[config.mk]
export PLATFORM = sky130hd
export DESIGN_NAME = mem_burst_ctrl
export DESIGN_NICKNAME = d
export VERILOG_FILES = /design/src/rtl/mem_pkg.sv /design/src/rtl/mem_rd_fifo.sv /design/src/rtl/mem_burst_ctrl.sv
export SDC_FILE = /design/constraint.sdc
export NUM_CORES = 1
export LEC_CHECK = 0
export CAP_MARGIN = 20
export CORE_MARGIN = 3
export CORE_UTILIZATION = 35
export CTS_CLUSTER_DIAMETER = 200
export DETAILED_ROUTE_END_ITERATION = 16
export HOLD_SLACK_MARGIN = 0.1
export PLACE_DENSITY = 0.69
export RECOVER_POWER = 100
export SYNTH_ARGS = -nofsm -noshare
export SYNTH_HDL_FRONTEND = slang
export SYNTH_SLANG_ARGS = --single-unit
[constraint.sdc]
create_clock -name CLK -period 2.9 [get_ports CLK]
set_input_delay 0.29 -clock CLK [delete_from_list [all_inputs] [get_ports CLK]]
set_output_delay 0.29 -clock CLK [all_outputs]
set_load 0.02 [all_outputs]
[src/rtl/mem_pkg.sv]
// Shared widths, FSM state encoding and address helper for the memory burst controller.
package mem_pkg;

  localparam int ADDR_W = 8;
  localparam int DATA_W = 16;
  localparam int LEN_W  = 8;
  // Word counter holds up to 256 remaining words.
  localparam int CNT_W  = LEN_W + 1;

  typedef enum logic [1:0] {
    IDLE   = 2'd0,
    READ   = 2'd1,
    WRITE  = 2'd2,
    WFLUSH = 2'd3
  } state_t;

  // Burst addresses wrap modulo 256.
  function automatic logic [ADDR_W-1:0] addr_inc(input logic [ADDR_W-1:0] a);
    return a + 1'b1;
  endfunction

endpackage

[src/rtl/mem_rd_fifo.sv]
// Show-ahead read-return FIFO: the head entry (data + last flag) is visible
// whenever the FIFO is non-empty. Data storage is not reset; pointers and
// count are.
module mem_rd_fifo
  import mem_pkg::*;
#(
  parameter int DEPTH = 4,
  parameter int OCC_W = $clog2(DEPTH + 1)
) (
  input  logic              clk_i,
  input  logic              rst_ni,
  input  logic              push_i,
  input  logic [DATA_W-1:0] push_data_i,
  input  logic              push_last_i,
  input  logic              pop_i,
  output logic [DATA_W-1:0] rd_data_o,
  output logic              rd_last_o,
  output logic              empty_o,
  output logic [OCC_W-1:0]  count_o
);

  localparam int PTR_W = (DEPTH > 2) ? $clog2(DEPTH) : 1;

  logic [DATA_W-1:0] data_q [DEPTH];
  logic              last_q [DEPTH];
  logic [PTR_W-1:0]  wr_ptr_q;
  logic [PTR_W-1:0]  rd_ptr_q;
  logic [OCC_W-1:0]  count_q;

  function automatic logic [PTR_W-1:0] ptr_inc(input logic [PTR_W-1:0] p);
    return (p == PTR_W'(DEPTH - 1)) ? '0 : p + 1'b1;
  endfunction

  // Storage write on push; contents are don't-care until pushed.
  always_ff @(posedge clk_i) begin
    if (push_i) begin
      data_q[wr_ptr_q] <= push_data_i;
      last_q[wr_ptr_q] <= push_last_i;
    end
  end

  // Pointer and occupancy bookkeeping; the caller never pushes when full or pops when empty.
  always_ff @(posedge clk_i) begin
    if (!rst_ni) begin
      wr_ptr_q <= '0;
      rd_ptr_q <= '0;
      count_q  <= '0;
    end else begin
      if (push_i) wr_ptr_q <= ptr_inc(wr_ptr_q);
      if (pop_i)  rd_ptr_q <= ptr_inc(rd_ptr_q);
      count_q <= count_q + OCC_W'(push_i) - OCC_W'(pop_i);
    end
  end

  assign empty_o   = (count_q == '0);
  assign rd_data_o = data_q[rd_ptr_q];
  assign rd_last_o = last_q[rd_ptr_q] & ~empty_o;
  assign count_o   = count_q;

endmodule

[src/rtl/mem_burst_ctrl.sv]
// Burst initiator for the single-port 256x16 memory. One read or write burst
// at a time; reads are flow-controlled by a small return FIFO so that
// RD_READY never reaches the memory-side registers combinationally.
module mem_burst_ctrl
  import mem_pkg::*;
#(
  parameter int DEPTH = 4
) (
  input  logic              CLK,
  input  logic              RST,
  input  logic              CMD_VALID,
  output logic              CMD_READY,
  input  logic              CMD_WRITE,
  input  logic [ADDR_W-1:0] CMD_ADDR,
  input  logic [LEN_W-1:0]  CMD_LEN,
  output logic              RD_VALID,
  input  logic              RD_READY,
  output logic [DATA_W-1:0] RD_DATA,
  output logic              RD_LAST,
  input  logic              WR_VALID,
  output logic              WR_READY,
  input  logic [DATA_W-1:0] WR_DATA,
  output logic              DONE,
  output logic              MEM_EN,
  output logic              MEM_WRITE,
  output logic [ADDR_W-1:0] MEM_ADDR,
  output logic [DATA_W-1:0] MEM_DATA_IN,
  input  logic [DATA_W-1:0] MEM_DATA_OUT
);

  localparam int OCC_W  = $clog2(DEPTH + 1);
  localparam int OCCS_W = OCC_W + 1;

  state_t            state_q, state_d;
  logic [ADDR_W-1:0] addr_q, addr_d;           // next burst address
  logic [CNT_W-1:0]  cnt_q, cnt_d;             // words left to issue (read) / accept (write)
  logic              wr_ready_q, wr_ready_d;
  logic              done_q, done_d;
  logic              mem_en_q, mem_en_d;
  logic              mem_write_q, mem_write_d;
  logic [ADDR_W-1:0] mem_addr_q, mem_addr_d;
  logic [DATA_W-1:0] mem_wdata_q, mem_wdata_d;
  logic              mem_last_q, mem_last_d;   // read on the bus is the burst's final word
  logic              pend_q, pend_d;           // read data arrives on MEM_DATA_OUT this cycle
  logic              pend_last_q, pend_last_d;

  logic              fifo_empty;
  logic              fifo_last;
  logic [OCC_W-1:0]  fifo_cnt;
  logic              rd_pop;
  logic              rd_inflight;
  logic [OCCS_W-1:0] occ;
  logic              can_issue;

  assign rd_pop      = ~fifo_empty & RD_READY;
  assign rd_inflight = mem_en_q & ~mem_write_q;
  // Everything already committed to land in the FIFO, not counting this cycle's pop.
  assign occ         = OCCS_W'(fifo_cnt) + OCCS_W'(rd_inflight) + OCCS_W'(pend_q);
  assign can_issue   = (cnt_q != '0) && (occ < OCCS_W'(DEPTH));

  // Next-state and registered-output decode.
  always_comb begin
    state_d     = state_q;
    addr_d      = addr_q;
    cnt_d       = cnt_q;
    wr_ready_d  = 1'b0;
    done_d      = 1'b0;
    mem_en_d    = 1'b0;
    mem_write_d = 1'b0;
    mem_addr_d  = mem_addr_q;
    mem_wdata_d = mem_wdata_q;
    mem_last_d  = 1'b0;
    pend_d      = rd_inflight;
    pend_last_d = mem_last_q;
    case (state_q)
      IDLE: begin
        if (CMD_VALID) begin
          if (CMD_WRITE) begin
            state_d    = WRITE;
            addr_d     = CMD_ADDR;
            cnt_d      = CNT_W'(CMD_LEN) + 1'b1;
            wr_ready_d = 1'b1;
          end else begin
            // First read goes out with the accept edge; the FIFO is empty here.
            state_d    = READ;
            mem_en_d   = 1'b1;
            mem_addr_d = CMD_ADDR;
            mem_last_d = (CMD_LEN == '0);
            addr_d     = addr_inc(CMD_ADDR);
            cnt_d      = CNT_W'(CMD_LEN);
          end
        end
      end
      READ: begin
        if (can_issue) begin
          mem_en_d   = 1'b1;
          mem_addr_d = addr_q;
          mem_last_d = (cnt_q == CNT_W'(1));
          addr_d     = addr_inc(addr_q);
          cnt_d      = cnt_q - 1'b1;
        end
        if (rd_pop && fifo_last) begin
          state_d = IDLE;
          done_d  = 1'b1;
        end
      end
      WRITE: begin
        wr_ready_d = wr_ready_q;
        if (WR_VALID && wr_ready_q) begin
          mem_en_d    = 1'b1;
          mem_write_d = 1'b1;
          mem_addr_d  = addr_q;
          mem_wdata_d = WR_DATA;
          addr_d      = addr_inc(addr_q);
          cnt_d       = cnt_q - 1'b1;
          if (cnt_q == CNT_W'(1)) begin
            wr_ready_d = 1'b0;
            state_d    = WFLUSH;
          end
        end
      end
      WFLUSH: begin
        state_d = IDLE;
        done_d  = 1'b1;
      end
      default: state_d = IDLE;
    endcase
  end

  // State and output registers; reset abandons any burst and in-flight read.
  always_ff @(posedge CLK) begin
    if (!RST) begin
      state_q     <= IDLE;
      addr_q      <= '0;
      cnt_q       <= '0;
      wr_ready_q  <= 1'b0;
      done_q      <= 1'b0;
      mem_en_q    <= 1'b0;
      mem_write_q <= 1'b0;
      mem_addr_q  <= '0;
      mem_wdata_q <= '0;
      mem_last_q  <= 1'b0;
      pend_q      <= 1'b0;
      pend_last_q <= 1'b0;
    end else begin
      state_q     <= state_d;
      addr_q      <= addr_d;
      cnt_q       <= cnt_d;
      wr_ready_q  <= wr_ready_d;
      done_q      <= done_d;
      mem_en_q    <= mem_en_d;
      mem_write_q <= mem_write_d;
      mem_addr_q  <= mem_addr_d;
      mem_wdata_q <= mem_wdata_d;
      mem_last_q  <= mem_last_d;
      pend_q      <= pend_d;
      pend_last_q <= pend_last_d;
    end
  end

  mem_rd_fifo #(
    .DEPTH (DEPTH),
    .OCC_W (OCC_W)
  ) u_rd_fifo (
    .clk_i       (CLK),
    .rst_ni      (RST),
    .push_i      (pend_q),
    .push_data_i (MEM_DATA_OUT),
    .push_last_i (pend_last_q),
    .pop_i       (rd_pop),
    .rd_data_o   (RD_DATA),
    .rd_last_o   (fifo_last),
    .empty_o     (fifo_empty),
    .count_o     (fifo_cnt)
  );

  assign CMD_READY   = (state_q == IDLE);
  assign RD_VALID    = ~fifo_empty;
  assign RD_LAST     = fifo_last;
  assign WR_READY    = wr_ready_q;
  assign DONE        = done_q;
  assign MEM_EN      = mem_en_q;
  assign MEM_WRITE   = mem_write_q;
  assign MEM_ADDR    = mem_addr_q;
  assign MEM_DATA_IN = mem_wdata_q;

endmodule

# == Yosys cells after proc, flatten, opt, wreduce, memory -nomap -nowiden ==
# Memories as Yosys holds them, arrays and structs flattened. A register that Yosys moved wholly into a read port is not among the register bits.
# Index checks and enable logic that the tools add are counted.
# totals
regBits,57
ramBits,68
in_bits,54
output_inout_bits,47
wordCells,104
memories,2
# classes
addsub,10
order_cmp,1
n_eq_ne,12
mux,45
bitwise_logic,5
n_reduce_logical,14
# mem_list
name,depth,width,rd,rd_ports_with_merged_regs,wr,line_no,rtl
u_rd_fifo.data_q,4,16,1,1,1,mem_rd_fifo.sv:24,logic [DATA_W-1:0] data_q [DEPTH];
u_rd_fifo.last_q,4,1,1,1,1,mem_rd_fifo.sv:25,logic last_q [DEPTH];
# ops
operator,count
8-bit 2-to-1 mux,8
8-bit case mux with 3 select lines,2
9-bit 2-to-1 mux,4
9-bit case mux with 3 select lines,1
2-bit 2-to-1 mux,11
8-bit by 1-bit adder with 8-bit output (second input constant),2
1-bit 2-to-1 mux,14
2-bit != test (second input constant),6
8-bit by 1-bit adder with 9-bit output (second input constant),1
9-bit by 1-bit equality test with 1-bit output (second input constant),1
9-bit nonzero test,1
9-bit by 1-bit subtractor with 9-bit output (second input constant),1
2-bit equality test (second input constant),4
8-bit zero test,1
2-bit case mux with 4 select lines,1
4-bit AND reduction,2
1-bit case mux with 2 select lines,3
2-bit AND reduction,3
5-bit AND reduction,1
2-bit by 1-bit adder with 2-bit output (second input constant),2
3-bit by 1-bit adder with 4-bit output,1
4-bit by 1-bit adder with 4-bit output,1
4-bit by 3-bit less-than comparator with 1-bit output (second input constant),1
3-bit by 1-bit adder with 3-bit output,1
other kinds (9),14

# == Depth between registers and ports, before layout ==
# Gate-level depths: netlist (run 1).
# logic_depth
depth_word,8
mapped_depth,9
ltp_nobuf,9

# == Modules after synthesis ==
# From an unflattened synthesis (run 1), not the netlist that was laid out.
# hier_totals
cells_unflattened,481
hier_area_um2,5793.1
# by_module_without_submodules
module,n_inst,cells_per_inst,area_per_inst_um2,seq_area_each_um2
mem_rd_fifo,1,132,2939.1,2222.1
mem_burst_ctrl,1,349,2854.0,1001.0

# == Worst setup path before layout (run 1) ==
# No wires, ideal clock.
# synth_path
kind,register to register
startpoint,"register u_rd_fifo.count_q[0], in the netlist u_rd_fifo.count_o[0]"
endpoint,"register u_rd_fifo.count_q[2], in the netlist u_rd_fifo.count_o[2]"
setup_ns,0.128
arrival_ns,2.059
t_required_ns,2.772
setup_slack_ns,0.714
stages_incl_launch_ff,10
path_buffers,0
period_less_slack_ns,2.186
cell_sequence,dfxtp_1 or3_1 nand2_1 inv_1 ha_1 inv_1 ha_1 fa_1 xor2_1 nor2_1
# synth_via
elab_chain_cells,4
word_cells_on_any_way,5
cone_classes,add/sub (2); bitwise (2); reduce/logical (1)
# synth_lines
element,line_no,rtl
"start, declared",mem_rd_fifo.sv:28,logic [OCC_W-1:0] count_q;
"start signal, assigned",mem_rd_fifo.sv:51,count_q <= count_q + OCC_W'(push_i) - OCC_W'(pop_i);
3-bit zero test,mem_rd_fifo.sv:55,assign empty_o = (count_q == '0);
1-bit inverter,--,
net RD_VALID,mem_burst_ctrl.sv:16,"output logic RD_VALID,"
1-bit AND,mem_burst_ctrl.sv:55,assign rd_pop = ~fifo_empty & RD_READY;
net rd_pop,mem_burst_ctrl.sv:50,logic rd_pop;
3-bit by 1-bit subtractor with 3-bit output,mem_rd_fifo.sv:51,
# The timed path passes the listed nets, and every way through them passes these cells.
# A chain may end at the register's enable or synchronous reset.

==> results of run 1 <==
## final cells by class
cell class                      instances  share of cell area [%]
Sequential cell                       127                   43.19
Clock buffer                           18                   5.750
Clock inverter                         14                   2.012
Inverter                               19                  0.9556
Multi-Input combinational cell        315                   30.28
Timing Repair Buffer                  110                   14.28
Tap cell                              211                   3.537
## path summary, 6_finish.rpt
check                   from        endpoint  cells after the start
setup / recovery   flip-flop      RD_DATA[4]                      3
hold / removal    WR_DATA[3]  MEM_DATA_IN[3]                      3
setup reg to reg      pend_q        cnt_q[0]                      8
hold reg to reg    MEM_WRITE          pend_q                      1
## worst register-to-register path, cell delays in order, from the launching register on
cell	delay, ns
dfxtp_1	0.48
ha_1	0.28
and3b_1	0.19
nor2_1	0.10
o32a_1	0.21
a2bb2oi_2	0.52
buf_4	0.35
o21ai_0	0.13
o22ai_1	0.18
## cell usage after synthesis, types with 2 or more instances
cell,n,area (µm²)
mux2i_1,10,100.1
nor3b_1,2,15.01
dfxtp_1,59,1181
and2_1,8,50.05
o221a_1,4,45.04
nand4_1,5,31.28
a211oi_1,4,30.03
nand2b_1,6,37.54
o31a_1,2,17.52
nor4b_1,2,17.52
and4b_1,2,20.02
a21oi_1,31,155.2
o22ai_1,7,43.79
nand2_1,75,281.5
o21ai_0,18,90.09
xor2_1,8,70.07
ha_1,19,237.7
o211ai_1,5,37.54
inv_1,18,67.56
o32ai_1,3,26.28
nor2b_1,3,18.77
edfxtp_1,68,2042
o21a_1,3,22.52
mux4_2,17,382.9
o221a_2,5,56.30
o21ai_1,4,20.02
a21boi_0,2,15.01
nor3_1,5,25.02
xnor2_1,7,61.31
nor2_1,25,93.84
nand3_1,14,70.07
o31ai_1,2,15.01
buf_2,5,25.02
clkbuf_1,18,67.56
## layer usage
layer | wire length, µm | up-vias
met4 | 265 | 0
met2 | 6028 | 119
li1 | - | 2005
met5 | 0 | -
met3 | 805 | 28
met1 | 5448 | 1981
## sequential cells by signal (all words and copies together), names as in the netlist, named ones only
register and count:
MEM_ADDR 8, u_rd_fifo.wr_ptr_q 2, WR_READY 1, pend_q 1, MEM_WRITE 1, u_rd_fifo.data_q 64, u_rd_fifo.count_o 3, state_q 2
u_rd_fifo.rd_ptr_q 2, pend_last_q 1, MEM_DATA_IN 16, u_rd_fifo.last_q 4, DONE 1, MEM_EN 1, addr_q 8, cnt_q 9
mem_last_q 1
## cells by family after synthesis
kind of cell	count (synthesis)	synth area share, %
flip-flops	127	56.85
adder cells (fa/ha/maj)	20	4.547
AND/OR/NAND/NOR	153	12.65
multiplexers	27	8.519
AO/OA/AOI/OAI	100	12.03
XOR/XNOR	15	2.317
buffers and inverters	44	3.090
## through the flow
step | instances | worst slack (ns) | util, % | instance area, µm² | total power, µW
CTS | 814 | 0.2500 | 48.16 | 7485 | 7194
global placement | 782 | 0.5827 | 44.44 | 6905 | 5012
floorplan | 486 | 0.7138 | - | 5669 | 4282
global route | 814 | 0.1006 | 48.03 | 7463 | 7468
finish | 814 | 0.1821 | 48.03 | 7463 | 7022
detailed placement | 782 | 0.5677 | 44.44 | 6905 | 5114
## power groups by stage
stage / clock network [µW] / registers [µW] / logic [µW]
2_1_floorplan: 0 / 2410 / 1870
3_3_place_gp: 0 / 2370 / 2640
3_5_place_dp: 0 / 2390 / 2730
4_1_cts: 2100 / 2350 / 2740
5_1_grt: 2180 / 2380 / 2910
6_report: 2050 / 2350 / 2620
## cell usage in the layout (no fill, tap or decap), drive strengths merged, types with 9 or more instances in the layout
cell           synthesis  layout
a21oi                 32      32
nand2                 75      75
nand3                 14      14
dfxtp                 59      59
mux2i                 10      10
inv                   18      26
dlygate4sd3            0      62
clkbuf                18      21
ha                    19      19
o21ai                 22      22
edfxtp                68      68
o221a                  9       9
clkdlybuf4s50          0      38
nor2                  25      25
mux4                  17      17
==> impl_results.md, run 1 <==
* Tmin final at ~2.7 ns
* Cell variety after synth at 54
* Final ANT Viol Nets at 0
* Gpl congestion at around 0.86
* Antenna diodes at 0
* Chip height at 133.3 µm
* Syn avg cell area at approximately 12 µm²
* Area delta synth->final at 31.65%
* Switching power share of the total at 35.91%
* Total Die Area at 17760 µm²
* Failing checks: max-capacitance violations, max-slew violations
* Max stage delay cell, worst path: dlygate4sd3_1
* CP endpoint kind: output pin
* Cell internal pwr at 4501 µW
* GRT Residual Overflow at 0
* Total Routing Usage GR at 14.57%
* Largest delay contributor family on the critical path: buffers and inverters
* Core region area at 15540 µm²
* Setup_tns at 0 ns
* I/O Buffers at 100
* CTS resizes at 0
* Vias at a little over 4000
* Clock Skews at 0.009466 ns
* Max Cap Viol at 1
* Kind of critical path: reg2out
* CTS H-Tree Depth at 4
* Slew Viols, Final at 37
* Antenna violations before repair at 0
* Delay of the slowest cell on the worst path at 0.68 ns
* Worst hold slack at 0.4214 ns
* Cells along the critical path: clkbuf_2, mux4_2, dlygate4sd3_1
* Req. time, crit path at 2.61 ns
* First-pass GRT wire length at 20.57 mm
* Final wirelength at between 10 and 15 mm
* Hold Path Class: in2reg
* Worst-path fanout max at 9
* PwrDens at 940.9 nW/µm²
* Post-synth EDFFs at 68
* Sequential area share after synthesis at between 50% and 60%
* Tcrit/Tclk final at ~94%
* Seq pwr share at 33.5%
* Clk slew on worst S/H paths at 0.06 ns
* FF+latch area at ~3200 µm²
* Worst slew margin at -1.455%
* Hold Vio Cnt, Final at 0
* NetSw at 2522 µW
* DRC at 0
* Achievable frequency at approximately 0.37 GHz
* Layout cells sized above 1 at a little over a tenth
* Synth Register Bits at roughly 130
* Pre-Repair DR Iteration Count at 4
* Hold-fix buffers, CTS at 0
* Synth Flop Type: edfxtp_1
* Fill cells at 1402
* CTS tree: done
* R2R setup slack at 0.38 ns
* Multi-input gate area at around 2300 µm²
* Longest Clk Path Bufs at 2
* Vias in the first global route at 4188
* Lkg Pwr at 0.002695 µW
* Async set or reset register ratio after synthesis at 0%
* RSZ-0062 raised after global routing: no
* Syn Std Cell Area at 5669 µm²
* I/O Pins at 101
* Die Wd at 133.3 µm
* Layer with the highest usage: met2
* Post-CTS setup buffer count at 0
* Total clock sinks at 127
* Routed len/inst at 15.41 µm
* Critical Path AT at 2.43 ns
* Clk root buf: clkbuf_16
* Routed vias/inst at approximately 5.1
* CP Launch Type: flip-flop
* Outcome: finished with violations
* Met2 GRT Util at about a quarter
* Initial Util at 36.48%
* Detailed Place HPWL at between 8 and 9 mm
* 1st-iter DRT viols at between 200 and 300
* Bufs and invs on worst path at 2
* Worst-Margin Slew at 1.522 ns
* Post-Synthesis Cells at 486
* # rows at 45
* Peak supply drop at 0.5001 mV
* Clk_lat worst skew at 0.42 ns
* GR Util met3 at 4.418%
* Largest net degree at the start of global routing at 55
* Combinational power share at between 30% and 40%
* Num CTS Buffers at 17
* Clock network power share at between 20% and 30%
* Yosys Warn Count at 0
* Final setup violating endpoints at 0
* NumNets Final at ~660
* Met1 Track Usage GR at 17.11%
* Synthesized Nets at 560
(Power assumes the default switching activity.)
==> run 2, diff against run 1 <==
Settings changed: GPL_TIMING_DRIVEN set to 0.
==> run 2 against run 1 <==
The flow now finishes without violations. Via count up 1.5%. Final area is 0.42% higher. Die area is the same. Combinational power increased by 5%. Clock power grew 6%. Highest routed layer unchanged.
==> impl_results.md, run 2 (synthesized netlist as in run 1, its figures left out) <==
* DRC at 0
* GRT Residual Overflow at 0
* Clk root buf: clkbuf_16
* Worst slack, placed at between 0.3 and 0.4 ns
* Slew Viols, Final at 0
* Worst Slack Setup Final at 0.1649 ns
* Fill cells at 1429
* Initial Util at between 30% and 40%
* Total Routing Usage GR at 15.30%
* Kind of critical path: reg2out
* CTS tree: done
* Achievable frequency at 0.3656 GHz
* PwrDens at a little under 1000 nW/µm²
* Setup_tns at 0 ns
* Antenna violations before repair at 0
* CP endpoint kind: output pin
* Peak supply drop at 0.4757 mV
* Hold Path Class: in2reg
* Gpl congestion at 0.8684
* Clock Skews at 0.009856 ns
* RSZ-0062 raised after global routing: no
* Commonest non-fill, non-tap cell in the layout: nand2_1
* I/O Pins at 101
* Clk_lat worst skew at 0.41 ns
* Layout cells sized above 1 at 9.740%
* Lkg Pwr at 0.002698 µW
* Die Wd at around 130 µm
* Pre-Repair DR Iteration Count at 5
* Core region area at 15540 µm²
* Largest net degree at the start of global routing at 18
* I/O Buffers at 98
* Worst-Margin Slew at 1.308 ns
* Antenna diodes at 0
* Reg with most FFs: u_rd_fifo.data_q
* Largest register FFs at 64
* Critical Path AT at 2.45 ns
* Leading cell types in the layout, fill and taps excluded: nand2_1, edfxtp_1, dfxtp_1
* Area after DPL at 6914 µm²
* Max Cap Viol at 0
* Total clock sinks at 127
* 1st-iter DRT viols at approximately 320
* Chip height at 133.3 µm
* Tmin final at 2.735 ns
* Req. time, crit path at 2.61 ns
* Longest Clk Path Bufs at 2
* Tcrit/Tclk final at a little over nine tenths
* Worst-path fanout max at 10
* Finished Cell Area at 7495 µm²
* Final wirelength at 13.28 mm
* Clk slew on worst S/H paths at 0.06 ns
* Routed vias/inst at ~5.1
* First-pass GRT wire length at ~21 mm
* Area delta synth->final at 32.20%
* Num CTS Buffers at 17
* Final setup violating endpoints at 0
* Total Die Area at 17760 µm²
* Vias at approximately 4200
* Vias in the first global route at 4332
* # rows at 45
* Post-CTS setup buffer count at 0
* Routed len/inst at ~16 µm
* Reg2reg start: cnt_q[4]
* HP Start: RST
* Worst slew margin at 12.73%
* CTS H-Tree Depth at 4
* Hold Vio Cnt, Final at 0
* NumNets Final at slightly below 700
* Outcome: finished clean
* Final ANT Viol Nets at 0
* Detailed Place HPWL at 9.291 mm
* Tot Pwr at approximately 7200 µW
* CP Launch Type: flip-flop
run 2: cell types whose count changed in the layout (fill, tap and decap cells not counted), sizes merged, moves of 2 or more:
cell           before  now
buf                 7    3
bufinv              1    3
clkbuf             21   40
clkdlybuf4s50      38   45
dlygate4sd3        62   53
inv                26   22
run 2: worst paths after layout:
check                             endpoint  slack [ns]  cells past startpoint
worst max register to register   addr_q[5]        0.30                      7
worst max-delay path            RD_DATA[9]        0.16                      4
worst min-delay path              cnt_q[1]        0.35                      3
worst min register to register      pend_q        0.43                      1
run 2: area by class of cell:
cell class	instances	area, µm²	area share (%)
Sequential cell	127	3223	43.00
Multi-Input combinational cell	315	2241	29.90
Timing Repair Buffer	98	980.9	13.09
Clock buffer	18	429.2	5.726
Tap cell	211	264.0	3.523
Clock inverter	14	182.7	2.437
Buffer	25	102.6	1.369
Inverter	19	71.32	0.9516
run 2: layer usage:
| layer | GRT usage (%) | up-vias | part of all wire (%) |
|---|---|---|---|
| met1 | 18.89 | 2031 | 44 |
| met5 | 0 | - | 0 |
| met4 | 5.371 | 0 | 0.77 |
| met3 | 4.834 | 10 | 6.1 |
| met2 | 25.40 | 130 | 49 |
| li1 | - | 2022 | - |
run 2: what timing repair did:
action	4_1_cts	5_1_grt
hold buffers	0	0
resized for setup	1	1
setup endpoints to repair	10	10
run 2: worst max-delay path, cell delays in order, from the launching register on:
cell	delay, ns
dfxtp_1	0.30
clkbuf_1	0.40
clkbuf_2	0.40
mux4_2	0.37
clkdlybuf4s50_1	0.57
run 2: where the power goes:
part	switching [µW]	internal, µW	total [µW]	leakage, µW
clock	807	1370	2170	0.000293
sequential	185	2150	2330	0.00109
combinational	1600	1140	2740	0.00131
total	2600	4650	7250	0.00270
run 2: per-stage QoR:
stage	util (%)	hold WS, ns	std cells
2_1_floorplan	-	0.3889	486
4_1_cts	48.44	0.3306	827
3_5_place_dp	44.49	0.4247	795
3_3_place_gp	44.49	0.4272	795
5_1_grt	48.23	0.3544	827
6_report	48.23	0.3487	827
==> run 3, diff against run 2 <==
Settings changed: SETUP_SLACK_MARGIN set to 0.1.
==> run 3 against run 2 <==
Non-clock buffer count decreased by 1. First-iteration DRC count decreased by 5.0%. Total power up 0.57%. Sequential cell count did not move. Sequential share of layout area shrank 0.065 points. Hold slack got worse by 0.0041 ns. Fmax increased by 1.1%. Critical path type unchanged. Clock skew fell by 0.0044 ns.
==> impl_results.md, run 3 (synthesized netlist as in run 1, its figures left out) <==
* Outcome: finished clean
* Clk_lat worst skew at 0.41 ns
* Gpl congestion at 0.8684
* Kind of critical path: reg2out
* Clk root buf: clkbuf_16
* Clock Skews at 0.005427 ns
* Routed vias/inst at 5.100
* Vias in the first global route at 4327
* Total clock sinks at 127
* Hold Vio Cnt, Final at 0
* Hold-fix buffers, CTS at 0
* First-pass GRT wire length at roughly 21 mm
* Layout cells sized above 1 at 9.756%
* Chip height at ~130 µm
* Slew Viols, Final at 0
* Largest net degree at the start of global routing at 18
* Largest register FFs at 64
* Tcrit/Tclk final at 93.32%
* Vias at 4213
* Worst-path fanout max at 8
* Reg2reg start: cnt_q[4]
* CP Launch Type: flip-flop
* CTS tree: done
* Tot Pwr at between 7000 and 8000 µW
* Longest Clk Path Bufs at 2
* Commonest non-fill, non-tap cell in the layout: nand2_1
* Final setup violating endpoints at 0
* Detailed Place HPWL at 9.291 mm
* Finished Cell Area at 7506 µm²
* Worst hold slack at between 0.3 and 0.4 ns
* Total Routing Usage GR at 15.29%
* Final ANT Viol Nets at 0
* Fill cells at 1426
* NumNets Final at approximately 680
* Critical Path AT at 2.42 ns
* Area after DPL at 6914 µm²
* Clk slew on worst S/H paths at 0.06 ns
* Initial Util at a little over a third
* Max Cap Viol at 0
* Total Die Area at roughly 18000 µm²
* Antenna diodes at 0
* Worst slew margin at 12.57%
* Routed len/inst at 16.05 µm
* Area delta synth->final at 32.40%
* I/O Pins at 101
* Setup_tns at 0 ns
* DRC at 0
* CTS H-Tree Depth at 4
* Core region area at 15540 µm²
* Num CTS Buffers at 17
* Req. time, crit path at 2.61 ns
* Antenna violations before repair at 0
* 1st-iter DRT viols at 302
* Peak supply drop at 0.4740 mV
* Pre-Repair DR Iteration Count at 5
* Leading cell types in the layout, fill and taps excluded: nand2_1, edfxtp_1, dfxtp_1
* Tmin final at 2.706 ns
* Die Wd at 133.3 µm
* Achievable frequency at 0.3695 GHz
* GRT Residual Overflow at 0
* Worst-Margin Slew at 1.311 ns
* # rows at 45
* CP endpoint kind: output pin
* PwrDens at 971.3 nW/µm²
* I/O Buffers at 98
* HP Start: RST
* Reg with most FFs: u_rd_fifo.data_q
* Final wirelength at 13.26 mm
* RSZ-0062 raised after global routing: no
* Hold Path Class: in2reg
* Lkg Pwr at 0.002701 µW
-- run 3: cell types whose count changed in the layout (fill, tap and decap cells not counted), sizes merged --
| cell | delta |
|---|---|
| clkdlybuf4s50 | -3 |
| dlygate4sd3 | +3 |
| buf | +1 |
| clkbuf | -2 |
-- run 3: final timing paths --
kind	cells past startpoint	slack, ns	to
worst max register to register	7	0.29	cnt_q[7]
worst min register to register	1	0.43	pend_q
worst min-delay path	3	0.34	cnt_q[1]
worst max-delay path	4	0.19	RD_LAST
-- run 3: cell type report --
| type | count | area [µm²] | share of cell area (%) |
|---|---|---|---|
| buffer | 24 | 102.6 | 1.367 |
| clock buffer | 18 | 429.2 | 5.718 |
| clock inverter | 14 | 182.7 | 2.434 |
| inverter | 19 | 71.32 | 0.9502 |
| multi-input combinational | 315 | 2252 | 30.00 |
| sequential | 127 | 3223 | 42.94 |
| tap | 211 | 264.0 | 3.517 |
| timing repair buffer | 98 | 980.9 | 13.07 |
-- run 3: metal layers --
layer	vias up	GRT usage, %	share of wire [%]	routed length, µm
met2	135	25.37	49	6485
met4	0	5.371	1.1	151
li1	2023	-	-	-
met3	13	4.834	6.4	849
met5	-	0	0	0
met1	2042	18.89	44	5774
-- run 3: power breakdown --
group	switching, µW	internal (µW)	total [µW]
clock network	810	1370	2180
logic	1620	1160	2770
registers	192	2150	2340
-- run 3: repair_timing --
item                       in CTS  in global routing
setup endpoints to repair      10                 10
buffers inserted                0                  0
hold endpoints to repair        0                  0
gates resized for setup         2                  1
-- run 3: critical path, stage by stage, from the launching register on --
cell and delay, ns:
dfxtp_1 0.30, buf_2 0.27, mux4_2 0.60, and2_1 0.19
dlygate4sd3_1 0.65
-- run 3: metrics by stage --
| step | util [%] | setup slack (ns) | std cells |
|---|---|---|---|
| 2_1_floorplan | - | 0.7138 | 486 |
| 3_3_place_gp | 44.49 | 0.3383 | 795 |
| 3_5_place_dp | 44.49 | 0.3034 | 795 |
| 4_1_cts | 48.45 | 0.1016 | 827 |
| 5_1_grt | 48.30 | 0.08369 | 826 |
| 6_report | 48.30 | 0.1937 | 826 |
